File: config.mk
export PLATFORM = sky130hd
export DESIGN_NAME = verdict_collector
export DESIGN_NICKNAME = d
export VERILOG_FILES = /design/src/rtl/verdict_collector_pkg.sv /design/src/rtl/verdict_collector_fifo.sv /design/src/rtl/verdict_collector.sv
export SDC_FILE = /design/constraint.sdc
export NUM_CORES = 2
export LEC_CHECK = 0
export CELL_PAD_IN_SITES_DETAIL_PLACEMENT = 0
export CELL_PAD_IN_SITES_GLOBAL_PLACEMENT = 2
export CORE_AREA = 2 2 424 846
export CTS_CLUSTER_SIZE = 40
export DETAILED_ROUTE_END_ITERATION = 10
export DIE_AREA = 0 0 426 848
export GPL_ROUTABILITY_DRIVEN = 0
export PLACE_DENSITY = 0.78
export SLEW_MARGIN = 20
export SYNTH_ARGS = -nofsm -noshare
export SYNTH_HDL_FRONTEND = slang
export SYNTH_HIERARCHICAL = 1
export SYNTH_SLANG_ARGS = --single-unit
File: constraint.sdc
create_clock -name clk -period 66.5 [get_ports clk]
set_clock_uncertainty 0.15 [all_clocks]
set_input_delay 13.3 -clock clk [delete_from_list [all_inputs] [get_ports clk]]
set_output_delay 13.3 -clock clk [all_outputs]
set_load 0.05 [all_outputs]
File: src/rtl/verdict_collector_pkg.sv
// verdict_pkg: shared widths, record layout and lane masking for the verdict collector.
package verdict_pkg;
  localparam int NUM_OUT = 3;
  localparam int DATA_W = 64;
  localparam int TS_W = 32;
  typedef struct packed {
    logic [TS_W-1:0] ts;
    logic [NUM_OUT-1:0] aktv;
    logic [NUM_OUT*DATA_W-1:0] data;
  } verdict_rec_t;
  localparam int REC_W = $bits(verdict_rec_t);
  function automatic logic [NUM_OUT*DATA_W-1:0] mask_lanes(
    input logic [NUM_OUT*DATA_W-1:0] d,
    input logic [NUM_OUT-1:0] a
  );
    logic [NUM_OUT*DATA_W-1:0] r;
    r = '0;
    for (int k = 0; k < NUM_OUT; k++) r[k*DATA_W +: DATA_W] = a[k] ? d[k*DATA_W +: DATA_W] : '0;
    return r;
  endfunction
endpackage

File: src/rtl/verdict_collector_fifo.sv
// verdict_fifo: synchronous first-word-fall-through FIFO with a registered fill level.
module verdict_fifo #(
  parameter int WIDTH = 8,
  parameter int DEPTH = 16
) (
  input  logic                     clk,
  input  logic                     rst,
  input  logic                     push,
  input  logic [WIDTH-1:0]         din,
  input  logic                     pop,
  output logic [WIDTH-1:0]         dout,
  output logic                     full,
  output logic                     empty,
  output logic [$clog2(DEPTH):0]   level
);
  localparam int AW = $clog2(DEPTH);
  logic [WIDTH-1:0] mem [DEPTH];
  logic [AW:0] wr_ptr, rd_ptr;
  logic do_push, do_pop;
  assign empty = wr_ptr == rd_ptr;
  assign full = (wr_ptr[AW] != rd_ptr[AW]) && (wr_ptr[AW-1:0] == rd_ptr[AW-1:0]);
  assign do_pop = pop && !empty;
  // a pop frees the slot, so a push into a full FIFO is still accepted
  assign do_push = push && (!full || do_pop);
  assign dout = mem[rd_ptr[AW-1:0]];
  always_ff @(posedge clk or posedge rst)
    if (rst) begin
      wr_ptr <= '0;
      rd_ptr <= '0;
      level <= '0;
    end else begin
      if (do_push) wr_ptr <= wr_ptr + (AW+1)'(1);
      if (do_pop) rd_ptr <= rd_ptr + (AW+1)'(1);
      level <= level + (AW+1)'(do_push) - (AW+1)'(do_pop);
    end
  always_ff @(posedge clk)
    if (do_push) mem[wr_ptr[AW-1:0]] <= din;
endmodule

File: src/rtl/verdict_collector.sv
// verdict_collector: timestamps active monitor outputs and buffers them for a ready/valid drain.
// Optional VERDICT_CHANGE_FILTER_EN drops captures identical to the last accepted record.
module verdict_collector
  import verdict_pkg::*;
#(
  parameter int DEPTH = 16
) (
  input  logic                      clk,
  input  logic                      rst,
  input  logic                      en,
  input  logic [NUM_OUT*DATA_W-1:0] out_data,
  input  logic [NUM_OUT-1:0]        out_aktv,
  output logic                      m_valid,
  input  logic                      m_ready,
  output logic [TS_W-1:0]           m_ts,
  output logic [NUM_OUT-1:0]        m_aktv,
  output logic [NUM_OUT*DATA_W-1:0] m_data,
  output logic [$clog2(DEPTH):0]    fifo_level,
  output logic [15:0]               overflow_cnt
);
  logic [TS_W-1:0] ts_cnt;
  logic [NUM_OUT*DATA_W-1:0] masked;
  verdict_rec_t rec_in, rec_out;
  logic cap, push, pop, full, empty, dup;
  assign masked = mask_lanes(out_data, out_aktv);
  assign rec_in = '{ts: ts_cnt, aktv: out_aktv, data: masked};
  assign cap = en && |out_aktv;
  assign pop = m_valid && m_ready;
  assign push = cap && !dup;
`ifdef VERDICT_CHANGE_FILTER_EN
  // cleared aktv never matches a real capture, so the first one after reset passes
  logic [NUM_OUT+NUM_OUT*DATA_W-1:0] last;
  assign dup = {out_aktv, masked} == last;
  always_ff @(posedge clk or posedge rst)
    if (rst) last <= '0;
    else if (push && (!full || pop)) last <= {out_aktv, masked};
`else
  assign dup = 1'b0;
`endif
  always_ff @(posedge clk or posedge rst)
    if (rst) begin
      ts_cnt <= '0;
      overflow_cnt <= '0;
    end else begin
      if (en) ts_cnt <= ts_cnt + TS_W'(1);
      if (push && full && !pop && overflow_cnt != 16'hFFFF) overflow_cnt <= overflow_cnt + 16'd1;
    end
  verdict_fifo #(.WIDTH(REC_W), .DEPTH(DEPTH)) u_fifo (
    .clk(clk), .rst(rst), .push(push), .din(rec_in), .pop(pop),
    .dout(rec_out), .full(full), .empty(empty), .level(fifo_level)
  );
  assign m_valid = !empty;
  assign m_ts = m_valid ? rec_out.ts : '0;
  assign m_aktv = m_valid ? rec_out.aktv : '0;
  assign m_data = m_valid ? rec_out.data : '0;
endmodule

# After elaboration in Yosys (flattened, before gate mapping)
# Memories as Yosys holds them, arrays and structs flattened.
# Cells that the tools add are included.
classes:
  n_addsub: 6
  eq_ne: 4
  mux: 8
  reduce_logical: 13
op_table:
  columns: ["cell", "n"]
  rows:
  - ["192-bit 2-to-1 mux", 1]
  - ["64-bit 2-to-1 mux", 3]
  - ["32-bit by 1-bit adder with 32-bit output, second input constant", 1]
  - ["32-bit 2-to-1 mux", 1]
  - ["16-bit by 1-bit adder with 16-bit output, second input constant", 1]
  - ["16-bit inequality test, second input constant", 1]
  - ["5-bit by 1-bit adder with 5-bit output, second input constant", 2]
  - ["1-bit logical AND", 8]
  - ["5-bit by 1-bit adder with 5-bit output", 1]
  - ["5-bit equality test", 1]
  - ["5-bit by 1-bit subtractor with 5-bit output", 1]
  - ["4-bit equality test", 1]
  - ["1-bit logical NOT", 3]
  - ["3-bit 2-to-1 mux", 1]
  - ["3-bit OR reduction", 1]
  - ["1-bit 2-to-1 mux", 2]
  - ["1-bit logical OR", 1]
  - ["1-bit inequality test", 1]
word_totals:
  register_bits: 63
  ramBits: 3632
  in_bits: 199
  output_inout_bits: 249
  wordCells: 37
  mem_count: 1
mem_list:
  columns: ["name", "depth", "width", "read_ports", "rd_clocked_by_memory_dff", "write_ports", "line", "text"]
  rows:
  - ["u_fifo.mem", 16, 227, 1, 0, 1, "verdict_collector_fifo.sv:17", "logic [WIDTH-1:0] mem [DEPTH];"]

# Depth between registers and ports, before layout
depth:
  depth_word: 8
  ltp_mapped: 15
  mapped_depth_nobuf: 12

# Hierarchy
# The synthesis kept the hierarchy.
by_module_without_submodules:
  columns: ["mod", "n_inst", "cells_each", "area_per_inst_um2"]
  rows:
  - ["verdict_fifo", 1, 5634, 136129.3]
  - ["verdict_collector", 1, 670, 5087.4]

# Worst setup path after synthesis
# No wires, ideal clock.
synth_path:
  kind: "input to register"
  start: "input en"
  end: "memory u_fifo/mem[0][0] in the netlist's numbering (enable)"
  setup_ps: 1370
  arrival_ps: 35330
  slack_ps: 29650
  stages: 5
  n_path_buf: 2
  path_cell_list: "buf_4 o31a_2 clkbuf_1 nand2_1 nor4_1"
synth_between:
  elab_chain_cells: 4
synth_lines:
  columns: ["element", "line", "text"]
  rows:
  - ["from (decl)", "verdict_collector.sv:10", "input logic en,"]
  - ["1-bit logical AND", "verdict_collector.sv:27", "assign cap = en && |out_aktv;"]
  - ["net cap", "verdict_collector.sv:24", "logic cap, push, pop, full, empty, dup;"]
  - ["1-bit logical AND", "verdict_collector_fifo.sv:24", "assign do_push = push && (!full || do_pop);"]
  - ["1-bit 2-to-1 mux", "verdict_collector_fifo.sv:37", "if (do_push) mem[wr_ptr[AW-1:0]] <= din;"]
  - ["1-bit 2-to-1 mux (not written as such)", "verdict_collector_fifo.sv:37", null]
  - ["to (decl)", "verdict_collector_fifo.sv:17", null]
# The timed path passes the listed nets, and every way through them passes these cells.

==> summary.txt <==
Detailed routing
  – Final antenna-violating net count: 0
  – Number of detailed-route iterations in the first pass: 5
  – Drt drc: 0
  – Wirelength per Cell: 29.7 um
  – Drt initial violations: 7,539
  – Via count: 67,500
  – Routed wire length: 350 mm
  – Via-to-Cell Ratio: 5.72

Place
  – Placed instance area: 151,000 sq um
  – I/O Buffers: 447
  – Post-DP HPWL: 177 mm

Finish
  – Fill cells: 29,500
  – Layout cell share with drive strength beyond 1: 22.1%
  – Final std cell area, no fill: 162,000 sq um
  – Multi-input combinational cell area: 29,100 sq um
  – # nets final: 7,065
  – Synth-to-Final Area Change: 14.8%
  – FF/Latch Area: 111,000 sq um
  – Fin util: 45.6%

Worst setup path
  – Setup slack, reg-to-reg: 58,520 ps
  – Most used cell, CP: buf_4
  – Crit path max fanout: 47
  – Max stage delay on crit path: 950 ps
  – CP Data Required Time: 53,050 ps
  – Setup CP Type: reg -> out
  – Crit-path leading delay family: buffers and inverters
  – R2R Path Start: u_fifo/rd_ptr[0]$_DFFE_PP0N_
  – R2R Path End: u_fifo/mem[7][90]$_DFFE_PP_
  – Worst reg2reg path depth: 13
  – Slowest stage cell, crit path: dfrtp_4
  – Worst Path Arrival: 7500 ps
  – Setup crit start kind: flop
  – Crit. End Element: output pin
  – CP bufs+invs: 6
  – Cells along the critical path: buf_4 > buf_4 > buf_4 > buf_4 > buf_4 > mux4_2 > a22oi_1 > nand2_1 > nor2b_1 > clkdlybuf4s50_1

Timing
  – Setup_tns: 0 ps
  – Final slew viol count: 0
  – Fmax: 0.0477 GHz
  – Crit path time final: 20,950 ps
  – Fin crit share: 31.5%
  – RSZ-0062 raised after global routing: false
  – Hold Vio Cnt, Final: 0
  – Final number of setup-violating endpoints: 0
  – Relative slew margins: 22.2%
  – Measured slew at the worst slew-check pin: 1170 ps

Floorplanning
  – Core area: 355,000 sq um
  – Die area: 361,000 sq um
  – I/O Pins: 448
  – Starting density of the core: 39.7%
  – # rows: 310
  – Die Span X: 426 um
  – Die Y: 848 um

Run
  – Number of max-cap violations: 0

GRT
  – GRT overflow: 0
  – Tot GR Track Use: 19.1%
  – Vias in the first global route: 68,400
  – Initial antenna violation count: 35
  – Largest net degree at the start of global routing: 156
  – First-pass GRT wire length: 497 mm

CTS
  – Hold_buf cts: 0
  – Max Root-Sink Buffers: 4
  – Worst-Skew Late Latency: 880 ps
  – Postcts setup bufs: 0
  – Clock Pin Slew Worst Setup and Hold Paths: 60 ps
  – CTS tree: done
  – Post-cts gate resize count: 0
  – H-tree levels: 5
  – Clock sink count: 3,695
  – Num CTS Buffers: 322
  – CTS root buf: clkbuf_16

Power and ir drop
  – Combinational share of power: 37.0%
  – Pwr dens: 46.7 nW/um^2
  – Internal power: 0.00488 W
  – Net Switching: 0.00269 W
  – Reg power frac: 37.7%
  – Switch share: 35.5%
  – Clock share of power: 25.3%
  – Peak VDD IR: 0.0000699 V
  – Lkg Pwr: 51.0 nW

Yosys
  – Synth Warn #: 6
  – Register area share after synthesis: 78.3%
  – Synthesized cell area: 141,000 sq um
  – Synth async-reset ratio: 1.71%
  – Synth top area share: 77.2%
  – Synth top cells by count: edfxtp_1, mux4_2, a22oi_1
  – Top_reg_cell synth: edfxtp_1
  – Post-synth EDFFs: 3,632
  – Most common cell in the netlist: edfxtp_1
  – Yosys top cell by area: edfxtp_1
  – Synthesized area per cell: 22.4 sq um
  – Top cells by area, synth: edfxtp_1, mux4_2, a22oi_1
  – Unique masters post-synth: 45
  – Yosys reg bits: 3,695
  – Cells after Synth: 6,304
  – Syn_nets: 6,515

Hold path
  – Worst Hold End: overflow_cnt[15]$_DFFE_PP0P_
  – Hold_sp: overflow_cnt[15]$_DFFE_PP0P_
  – Hold Crit Class: reg -> reg
  – WHS Path Cells: 1

Run status
  – Status: finished, final reports clean
## power by group through the flow
stage | Sequential [W] | Combinational, W | Clock, W
after floorplan | 0.00299 | 0.00185 | 0
after global placement | 0.00289 | 0.00281 | 0
after detailed placement | 0.00290 | 0.00281 | 0
after CTS | 0.00285 | 0.00282 | 0.00196
after global routing | 0.00287 | 0.00295 | 0.00204
final | 0.00285 | 0.00280 | 0.00192
## worst register-to-register path, stage by stage (launching register included)
cell and delay (ps):
dfrtp_4 950, xnor2_1 180, nand4_1 490, nor2_4 350, buf_4 410, nand2b_1 440, inv_1 240, nand2b_1 260
o21bai_2 170, nor2_4 760, buf_4 950, buf_4 770, buf_4 700, buf_4 740
## layout make-up
class	count	share of cell area, %
flip-flops and latches	3695	68.3
multi-input cells	2239	18.0
diodes	12	0.0185
inverters	13	0.0347
clock inverters	206	1.35
clock buffers	378	5.22
well taps	4680	3.61
repair buffers	583	3.56
## logic make-up (layout without fill, tap and decap cells)
family,Yosys count,count (layout),synth area share (%)
buffers and inverters,370,1180,1.13
muxes,913,913,14.5
adders and majority gates,12,12,0.112
xor gates and xnor gates,63,63,0.391
AOI/OAI and AO/OA,479,479,2.55
other,0,12,0
DFF,3695,3695,78.3
and+or+nand+nor,772,772,2.96
## flip-flops by register name, summed over array words and instances (netlist names)
name / count
overflow_cnt: 16
u_fifo/rd_ptr: 5
u_fifo/mem: 3632
u_fifo/level: 5
u_fifo/wr_ptr: 5
ts_cnt: 32
## how the worst max path moves through the flow
stage                                             to                          from  slack, ps  cells after the start
after CTS                                 m_data[83]  u_fifo/rd_ptr[0]$_DFFE_PP0N_      45170                     10
after global routing                      m_data[86]  u_fifo/rd_ptr[0]$_DFFE_PP0N_      44820                     10
after detailed placement                  m_data[83]  u_fifo/rd_ptr[0]$_DFFE_PP0N_      46130                     10
after global placement                    m_data[87]  u_fifo/rd_ptr[0]$_DFFE_PP0N_      46160                     10
after floorplan           u_fifo/mem[0][0]$_DFFE_PP_                            en      29650                      5
final                                     m_data[65]  u_fifo/rd_ptr[0]$_DFFE_PP0N_      45550                     10
## layout by cell type, fill, tap and decap left out, drive strengths merged, types with 2 or more instances in the layout
cell type / instances
nor2: 14
nand2b: 4
ha: 11
nand2: 251
mux4: 908
and2: 194
clkbuf: 378
nor2b: 230
a2111oi: 4
or2: 2
o211ai: 3
nand4: 16
edfxtp: 3632
clkinv: 129
buf: 139
nand3: 21
diode: 12
a21o: 2
clkdlybuf4s50: 444
nor3: 15
bufinv: 41
or4: 2
inv: 29
clkinvlp: 20
a21oi: 4
and4: 5
nor4: 10
dfrtp: 63
a22oi: 454
a211oi: 5
xnor2: 38
xor2: 25
and3: 7
o21ai: 4
mux2: 4
## per-stage QoR
| step | hold WS, ps | std cells | total power (W) | setup WS, ps |
|---|---|---|---|---|
| after CTS | 341 | 11800 | 0.00763 | 45170 |
| after detailed placement | 332 | 11200 | 0.00572 | 46130 |
| after global placement | 322 | 11200 | 0.00570 | 46160 |
| after global routing | 373 | 11800 | 0.00785 | 44820 |
| final | 349 | 11800 | 0.00756 | 45550 |
| after floorplan | 334 | 6304 | 0.00484 | 29650 |
## routing by layer
layer | track usage [%] | part of all wire (%) | up-vias
met5 | 0 | 0.039 | -
met4 | 3.72 | 1.9 | 20
met3 | 4.41 | 9.1 | 415
met2 | 30.3 | 48 | 2941
met1 | 27.1 | 41 | 36600
li1 | - | - | 27500
(Power assumes the default switching activity.)
